[src/rtl/i2s_clock_gen_if.sv]
// Clock-generator output bundle: run request in, bit/frame clocks, strobes and
// slot position out. master = generator side, slave = consumer side.
interface i2s_clock_gen_if #(
   parameter int BITS     = 24,
   parameter int CHANNELS = 2
);
   localparam int BW = ($clog2(BITS) > 1) ? $clog2(BITS) : 1;
   localparam int CW = ($clog2(CHANNELS) > 1) ? $clog2(CHANNELS) : 1;

   logic          en;
   logic          bclk;
   logic          lrclk;
   logic          bit_strobe;
   logic          bclk_rise;
   logic          frame_start;
   logic [BW-1:0] bit_idx;
   logic [CW-1:0] ch_idx;
   logic          busy;

   modport master (
      input  en,
      output bclk, lrclk, bit_strobe, bclk_rise, frame_start, bit_idx, ch_idx, busy
   );

   modport slave (
      output en,
      input  bclk, lrclk, bit_strobe, bclk_rise, frame_start, bit_idx, ch_idx, busy
   );
endinterface

[src/rtl/i2s_clock_gen.sv]
// I2S / left-justified BCLK and LRCLK generator running entirely in clk.
// Consumers use bit_strobe (launch) and bclk_rise (sample) instead of bclk edges.
//
// state | meaning
// IDLE  | clocks parked low, no strobes; leaves on en=1
// RUN   | divider running; en=0 honoured only at the frame-boundary fall
module i2s_clock_gen #(
   parameter int HALF_DIV = 2,
   parameter int BITS     = 24,
   parameter int CHANNELS = 2,
   parameter int MODE     = 0
) (
   input logic               clk,
   input logic               rst,
   i2s_clock_gen_if.master   bus
);
   localparam int BW = ($clog2(BITS) > 1) ? $clog2(BITS) : 1;
   localparam int CW = ($clog2(CHANNELS) > 1) ? $clog2(CHANNELS) : 1;
   localparam int DW = ($clog2(HALF_DIV) > 1) ? $clog2(HALF_DIV) : 1;

   localparam logic [BW-1:0] BIT_MSB  = BW'(BITS - 1);
   localparam logic [CW-1:0] CH_LAST  = CW'(CHANNELS - 1);
   localparam logic [CW-1:0] CH_HALF  = CW'(CHANNELS / 2);
   localparam logic [DW-1:0] CNT_LAST = DW'(HALF_DIV - 1);

   typedef enum logic {IDLE, RUN} state_t;

   state_t        state_q, state_nx;
   logic [DW-1:0] cnt_q, cnt_nx;
   logic          bclk_q, bclk_nx;
   logic          lrclk_q, lrclk_nx;
   logic          strobe_q, strobe_nx;
   logic          rise_q, rise_nx;
   logic          fs_q, fs_nx;
   logic [BW-1:0] bit_q, bit_nx;
   logic [CW-1:0] ch_q, ch_nx;
   logic [CW-1:0] ch_inc;
   logic          frame_end;

   assign ch_inc    = (ch_q == CH_LAST) ? '0 : ch_q + 1'b1;
   assign frame_end = (bit_q == '0) && (ch_q == CH_LAST);

   // Register all state and outputs; reset parks everything at the idle values.
   always_ff @(posedge clk) begin
      if (rst) begin
         state_q  <= IDLE;
         cnt_q    <= '0;
         bclk_q   <= 1'b0;
         lrclk_q  <= 1'b0;
         strobe_q <= 1'b0;
         rise_q   <= 1'b0;
         fs_q     <= 1'b0;
         bit_q    <= BIT_MSB;
         ch_q     <= '0;
      end else begin
         state_q  <= state_nx;
         cnt_q    <= cnt_nx;
         bclk_q   <= bclk_nx;
         lrclk_q  <= lrclk_nx;
         strobe_q <= strobe_nx;
         rise_q   <= rise_nx;
         fs_q     <= fs_nx;
         bit_q    <= bit_nx;
         ch_q     <= ch_nx;
      end
   end

   // Next state: divider, bclk edges, slot advance, LRCLK timing and stop handling.
   always_comb begin
      state_nx  = state_q;
      cnt_nx    = cnt_q;
      bclk_nx   = bclk_q;
      lrclk_nx  = lrclk_q;
      strobe_nx = 1'b0;
      rise_nx   = 1'b0;
      fs_nx     = 1'b0;
      bit_nx    = bit_q;
      ch_nx     = ch_q;
      case (state_q)
         IDLE: begin
            cnt_nx   = '0;
            bclk_nx  = 1'b0;
            lrclk_nx = 1'b0;
            bit_nx   = BIT_MSB;
            ch_nx    = '0;
            if (bus.en) begin
               state_nx  = RUN;
               strobe_nx = 1'b1;
               fs_nx     = 1'b1;
            end
         end
         RUN: begin
            if (cnt_q == CNT_LAST) begin
               cnt_nx  = '0;
               bclk_nx = ~bclk_q;
               if (!bclk_q) begin
                  rise_nx = 1'b1;
               end else if (frame_end && !bus.en) begin
                  // Stop only on a frame boundary so the last frame is never truncated.
                  state_nx = IDLE;
                  bit_nx   = BIT_MSB;
                  ch_nx    = '0;
                  lrclk_nx = 1'b0;
               end else begin
                  strobe_nx = 1'b1;
                  fs_nx     = frame_end;
                  if (bit_q == '0) begin
                     bit_nx = BIT_MSB;
                     ch_nx  = ch_inc;
                  end else begin
                     bit_nx = bit_q - 1'b1;
                  end
                  // I2S moves word select one bit early, on the slot's LSB launch.
                  if (MODE == 1) begin
                     lrclk_nx = (ch_nx >= CH_HALF);
                  end else if (bit_nx == '0) begin
                     lrclk_nx = (ch_inc >= CH_HALF);
                  end
               end
            end else begin
               cnt_nx = cnt_q + 1'b1;
            end
         end
         default: state_nx = IDLE;
      endcase
   end

   assign bus.bclk        = bclk_q;
   assign bus.lrclk       = lrclk_q;
   assign bus.bit_strobe  = strobe_q;
   assign bus.bclk_rise   = rise_q;
   assign bus.frame_start = fs_q;
   assign bus.bit_idx     = bit_q;
   assign bus.ch_idx      = ch_q;
   assign bus.busy        = (state_q == RUN);
endmodule

[src/flat_wrapper.sv]
// flat-port wrapper written by rule: the top's interface ports become plain ports
module i2s_clock_gen_flat 
#(
   parameter int HALF_DIV = 2,
   parameter int BITS     = 24,
   parameter int CHANNELS = 2,
   parameter int MODE     = 0
)
  (clk, rst, bus_en, bus_bclk, bus_lrclk, bus_bit_strobe, bus_bclk_rise, bus_frame_start, bus_bit_idx, bus_ch_idx, bus_busy);
  i2s_clock_gen_if #(.BITS(BITS), .CHANNELS(CHANNELS)) bus_i ();
  input logic clk;
  input logic rst;
  input wire logic [$bits(bus_i.en)-1:0] bus_en;
  output wire logic [$bits(bus_i.bclk)-1:0] bus_bclk;
  output wire logic [$bits(bus_i.lrclk)-1:0] bus_lrclk;
  output wire logic [$bits(bus_i.bit_strobe)-1:0] bus_bit_strobe;
  output wire logic [$bits(bus_i.bclk_rise)-1:0] bus_bclk_rise;
  output wire logic [$bits(bus_i.frame_start)-1:0] bus_frame_start;
  output wire logic [$bits(bus_i.bit_idx)-1:0] bus_bit_idx;
  output wire logic [$bits(bus_i.ch_idx)-1:0] bus_ch_idx;
  output wire logic [$bits(bus_i.busy)-1:0] bus_busy;
  assign bus_i.en = bus_en;
  assign bus_bclk = bus_i.bclk;
  assign bus_lrclk = bus_i.lrclk;
  assign bus_bit_strobe = bus_i.bit_strobe;
  assign bus_bclk_rise = bus_i.bclk_rise;
  assign bus_frame_start = bus_i.frame_start;
  assign bus_bit_idx = bus_i.bit_idx;
  assign bus_ch_idx = bus_i.ch_idx;
  assign bus_busy = bus_i.busy;
  i2s_clock_gen #(.HALF_DIV(HALF_DIV), .BITS(BITS), .CHANNELS(CHANNELS), .MODE(MODE)) u_core (.clk(clk), .rst(rst), .bus(bus_i));
endmodule
[config.mk]
export PLATFORM = sky130hd
export DESIGN_NAME = i2s_clock_gen_flat
export DESIGN_NICKNAME = d
export VERILOG_FILES = /design/src/rtl/i2s_clock_gen_if.sv /design/src/rtl/i2s_clock_gen.sv /design/src/flat_wrapper.sv
export SDC_FILE = /design/constraint.sdc
export NUM_CORES = 1
export LEC_CHECK = 0
export ABC_AREA = 1
export CAP_MARGIN = 5
export CORE_MARGIN = 3
export CORE_UTILIZATION = 35
export CTS_BUF_LIST = sky130_fd_sc_hd__clkbuf_16
export CTS_CLUSTER_SIZE = 28
export DETAILED_ROUTE_END_ITERATION = 12
export GPL_TIMING_DRIVEN = 1
export HOLD_SLACK_MARGIN = 0.05
export SLEW_MARGIN = 25
export SYNTH_ARGS = -nofsm -noshare
export SYNTH_HDL_FRONTEND = slang
export SYNTH_SLANG_ARGS = --single-unit
[constraint.sdc]
create_clock -name clk -period 1.3 [get_ports clk]
set_clock_uncertainty 0.1 [all_clocks]
set_input_delay 0.39 -clock clk [delete_from_list [all_inputs] [get_ports clk]]
set_output_delay 0.39 -clock clk [all_outputs]
set_load 0.05 [all_outputs]
### After elaboration in Yosys (flattened, before gate mapping)

Index checks and enable logic that the tools add are counted.

* bits of input ports: 3
* register bits: 13

* bitwise gates (word level): 3
* reductions and logical operators: 9
* eq/ne operators: 4
* $lt $le $gt $ge: 1
* add/sub/neg operators: 3
* mux-type cells: 37

Operators with widths (number)
* 5-bit two-way mux: 8
* 1-bit two-way mux: 21
* 1-bit one-hot mux with 2 select lines: 7
* 5-bit zero test: 2
* 5-bit one-hot mux with 2 select lines: 1
* 3-bit inequality test, second input constant: 2
* 3-bit AND reduction: 2
* 5-bit by 1-bit subtractor with 5-bit output, second input constant: 1
* 2-bit inequality test, second input constant: 2
* 1-bit NOT: 3
* 3-bit OR reduction: 1
* 1-bit adder, second input constant: 2
* 1-bit logical AND: 2
* 2-bit AND reduction: 1
* 1-bit greater-or-equal comparator, second input constant: 1
* 1-bit zero test: 1

### Depth between registers and ports, before layout

* word-level depth: 13
* depth in mapped cells: 11
* mapped depth without buffers: 11

### Least setup slack after synthesis

OpenSTA, ideal clock, no wires.

* path type: reg2reg
* start: reg u_core.bit_q[1] (netlist: u_core.bus.bit_idx[1])
* end: reg u_core.lrclk_q (netlist: u_core.bus.lrclk)
* stages on the path, launching flop included: 11
* setup time: 117 ps
* buffers on the path: 0
* data arrival time: 1589 ps
* setup slack: -506 ps
* required time: 1083 ps
* path through: dfxtp_1 inv_1 ha_1 inv_1 nand2_1 nand3_1 nor2_1 nand2_1 nand2_2 a21oi_1 nor2_2

* cells in the longest elaborated chain, start to end: 9
* elaborated cells between the ends (all ways): 16
* those cells by class: add/sub (1); eq/ne (1); mux (9); reduce/logical (5)

RTL lines
* from (decl): RTL line i2s_clock_gen.sv:35 `logic [BW-1:0] bit_q, bit_nx;`
* from (signal assigned): RTL line i2s_clock_gen.sv:63 `bit_q <= bit_nx;`
* 5-bit by 1-bit subtractor with 5-bit output or 5-bit zero test (tied branches): RTL line i2s_clock_gen.sv:111, i2s_clock_gen.sv:41, i2s_clock_gen.sv:107
* 5-bit two-way mux: RTL line i2s_clock_gen.sv:107 `if (bit_q == '0) begin`
* 5-bit two-way mux: RTL line i2s_clock_gen.sv:98 `end else if (frame_end && !bus.en) begin`
* 5-bit two-way mux: RTL line i2s_clock_gen.sv:96 `if (!bclk_q) begin`
* 5-bit two-way mux: RTL line i2s_clock_gen.sv:93 `if (cnt_q == CNT_LAST) begin`
* 5-bit two-way mux: RTL line i2s_clock_gen.sv:79 `case (state_q)`
* 5-bit zero test: RTL line i2s_clock_gen.sv:116 `end else if (bit_nx == '0) begin`
* 3-bit inequality test (no line)
* 3-bit AND reduction (no line)
* to (signal assigned): RTL line i2s_clock_gen.sv:59 `lrclk_q <= lrclk_nx;`
* to (decl): RTL line i2s_clock_gen.sv:31 `logic lrclk_q, lrclk_nx;`

Parallel ways exist; a longest one is shown, timed or not. The select of a mux whose other input is x is not followed.
A chain may end at the register's enable or synchronous reset.

### Worst setup path after layout

Same ends and word-level chain as after synthesis.

==> summary.txt <==
Run status
  • Status: complete, but fails checks
  • Failing checks: setup timing

STA
  • Final period util: 106%
  • Setup WS post-layout: -79.8 ps
  • Least-Margin Pin Slew: approximately 280 ps
  • Fmax: between 700 and 800 MHz
  • Final min period: approximately 1400 ps
  • Final Max Slew Viols: 0
  • Final Hold Fails: 0
  • Slew HR: slightly above 80%
  • # setup viols final: 8
  • RSZ-0062 raised after global routing: yes

Setup path
  • Worst-path maximum fanout: 5
  • Critical path launch point type: register
  • Worst flop-to-flop path endpoint: u_core.bus.lrclk
  • Critical Path RT: between 1000 and 1500 ps
  • Worst R2R Start: u_core.bus.bit_idx[1]
  • Worst R2R Setup Slack: -80 ps
  • Arrival time at the worst endpoint: about 1400 ps
  • Reg2Reg Depth: 11
  • Crit path kind: register to register
  • Critical Path Sink Type: register

Power and ir drop
  • Final Total Pwr: between 1 and 1.5 mW
  • Peak supply drop: between 1 and 1.5 mV
  • Pwr dens: 1070 nW/µm²
  • P_leak: roughly 0.53 nW

Synthesis
  • Yosys warning count: 0
  • Seq cells post-synth: 13
  • Post-synth cell types: 22
  • Syn_nets: between 80 and 90
  • Synth Cell Area: between 500 and 600 µm²
  • Syn Area/Cell: 7.85 µm²
  • Register area share after synthesis: a little over two fifths
  • Post-synthesis cell count: 76

Clock tree
  • # hold bufs at CTS: 0
  • H-tree lvl count: 1
  • Num CTS Buffers: 3
  • Root Driver: clkbuf_16
  • Worst skew pair latency: 240 ps
  • Maximum root-to-sink buffer count: 2
  • Clock Sinks: 13
  • CTS tree: built
  • Clock-pin slew on the worst setup and hold paths: around 40 ps

Placement
  • Placed Instance Area: about 1000 µm²
  • Post-place setup slack: -383 ps
  • Gp weighted congestion: around 0.84
  • Placed Cells: about 120
  • # port buffers: 14
  • Dpl hpwl: around 1.2 mm

Drt
  • Initial DRC count: 8
  • Routed vias/inst: a little over 5
  • Final WL: 1.72 mm
  • Total number of vias: around 650
  • First drt pass iteration count: 4
  • Final ANT Viol Nets: 0
  • # DRC: 0
  • DR WL/cell: 13.3 µm

Hold path
  • HP Start: u_core.bus.bclk
  • Hold path cells: 1
  • Hold Path Class: register to register
  • Worst Hold Path EP: u_core.bus.bclk_rise

Cells and area
  • Final non-filler cell total: ~130
  • Final Cell Area: ~1200 µm²
  • Final core utilization: between 70% and 80%
  • Nets: ~120
  • Share of cells above drive strength 1: 61.1%
  • Area delta synth->final: 104%
  • N_diodes: 0

Global route
  • GRT overflow: 0
  • GRT Total Usage: between 15 and 20%
  • Largest net degree at the start of global routing: 8
  • First-pass GRT wire length: approximately 2.7 mm
  • Initial antenna violation count: 0
  • Number of global-route vias before repair: between 600 and 700

Floorplan
  • Die Footprint: roughly 2200 µm²
  • Row count: 14
  • Core ar.: 1560 µm²
  • Die width: between 40 and 50 µm
  • Initial core utilization: 38.3%
  • IO Count: 15
  • Die H: 47.3 µm

Flow run
  • Max_cap viols: 0
==> worst max path at each step <==
stage	startpoint	to	slack [ps]	cells after the start
2_1_floorplan	u_core.bus.bit_idx[0]	u_core.bus.lrclk	-110	8
3_3_place_gp	rst	u_core.bus.bit_idx[2]	-330	5
3_5_place_dp	rst	u_core.bus.bit_idx[2]	-380	5
4_1_cts	u_core.bus.bit_idx[0]	u_core.bus.lrclk	-80	11
5_1_grt	u_core.bus.bit_idx[1]	u_core.bus.lrclk	-170	11
6_report	u_core.bus.bit_idx[1]	u_core.bus.lrclk	-80	11
==> per-layer routing <==
metal  vias up  part of all wire [%]  global-route usage [%]
met3         7                   4.7                    6.13
met4         0                   2.7                    8.29
li1        325                     -                       -
met1       308                    41                    20.3
met2        14                    51                    28.6
met5         -                     0                       0
==> what timing repair did <==
item / in CTS / in global routing
pin swaps: 7 / 7
resized for setup: 10 / 11
setup endpoints to repair: 14 / 13
buffers inserted: 3 / 1
==> synth_stat cells (all sizes together) <==
master,number,area (µm²)
buf,1,7.51
dfxtp,13,260
nor3,5,30.0
o211ai,1,7.51
nand2,12,52.6
nor4,1,6.26
xor2,1,8.76
o21ai,1,5.00
a21oi,7,35.0
ha,2,25.0
inv,12,45.0
nand4,2,12.5
nor2,10,45.1
and3,1,6.26
nand3,4,25.0
a31oi,3,25.0
==> worst max-delay path, stage by stage, from the launching register on <==
cell     delay [ps]
dfxtp_4         340
inv_4            70
ha_4            160
inv_2            40
nand2_2          70
nand3_2          80
nor2_2          100
nand2_1          60
nand2_2          80
nand3_2          70
nand2_2          60
nor2_2           30
==> area by class of cell <==
class,count,area (µm²)
fillers,105,343
repair buffers,34,424
well taps,16,20.0
clock buffers,3,75.1
flip-flops and latches,13,280
inverters,12,50.0
clock inverters,1,3.75
multi-input cells,50,363
==> kinds of logic after synthesis <==
| family | after synthesis | share of synthesized area, % |
|---|---|---|
| flip-flops | 13 | 43.6 |
| buffers and inverters | 13 | 8.80 |
| adder cells (fa/ha/maj) | 2 | 4.19 |
| XOR/XNOR | 1 | 1.47 |
| AO/OA/AOI/OAI | 12 | 12.2 |
| AND/OR/NAND/NOR | 35 | 29.8 |
==> where the power goes <==
part | internal [mW] | switching (mW) | total [mW] | leakage (nW)
registers | 0.419 | 0.0311 | 0.450 | 0.108
logic | 0.136 | 0.151 | 0.286 | 0.382
clock network | 0.404 | 0.157 | 0.562 | 0.0423
total | 0.959 | 0.339 | 1.30 | 0.532
==> through the flow <==
stage	hold WS (ps)	TNS, ps
after detailed placement	372	-2820
after floorplan	346	-165
after global placement	372	-2540
after CTS	379	-438
after global routing	397	-813
final	376	-322
==> sequential cells by signal (all words and copies together), names as in the netlist <==
| name | count |
|---|---|
| u_core.bus.bclk_rise | 1 |
| u_core.bus.bit_idx | 5 |
| u_core.bus.lrclk | 1 |
| u_core.bus.busy | 1 |
| u_core.bus.ch_idx | 1 |
| u_core.bus.frame_start | 1 |
| u_core.cnt_q | 1 |
| u_core.bus.bclk | 1 |
| u_core.bus.bit_strobe | 1 |
==> cell usage in the layout (no fill, tap or decap), types with 2 or more instances in the layout <==
cell type	count
clkbuf_16	3
nor2_1	5
nor3_1	3
nor3_2	2
nand2_2	5
nand3_2	4
nor2_2	4
dfxtp_2	4
dfxtp_1	5
inv_1	8
nand2_1	6
buf_4	16
dfxtp_4	4
buf_12	12
buf_6	4
a21oi_1	5
nand4_1	2
inv_2	3
a31oi_1	2
inv_4	2
Note: power is estimated with default switching activity, not from simulation.
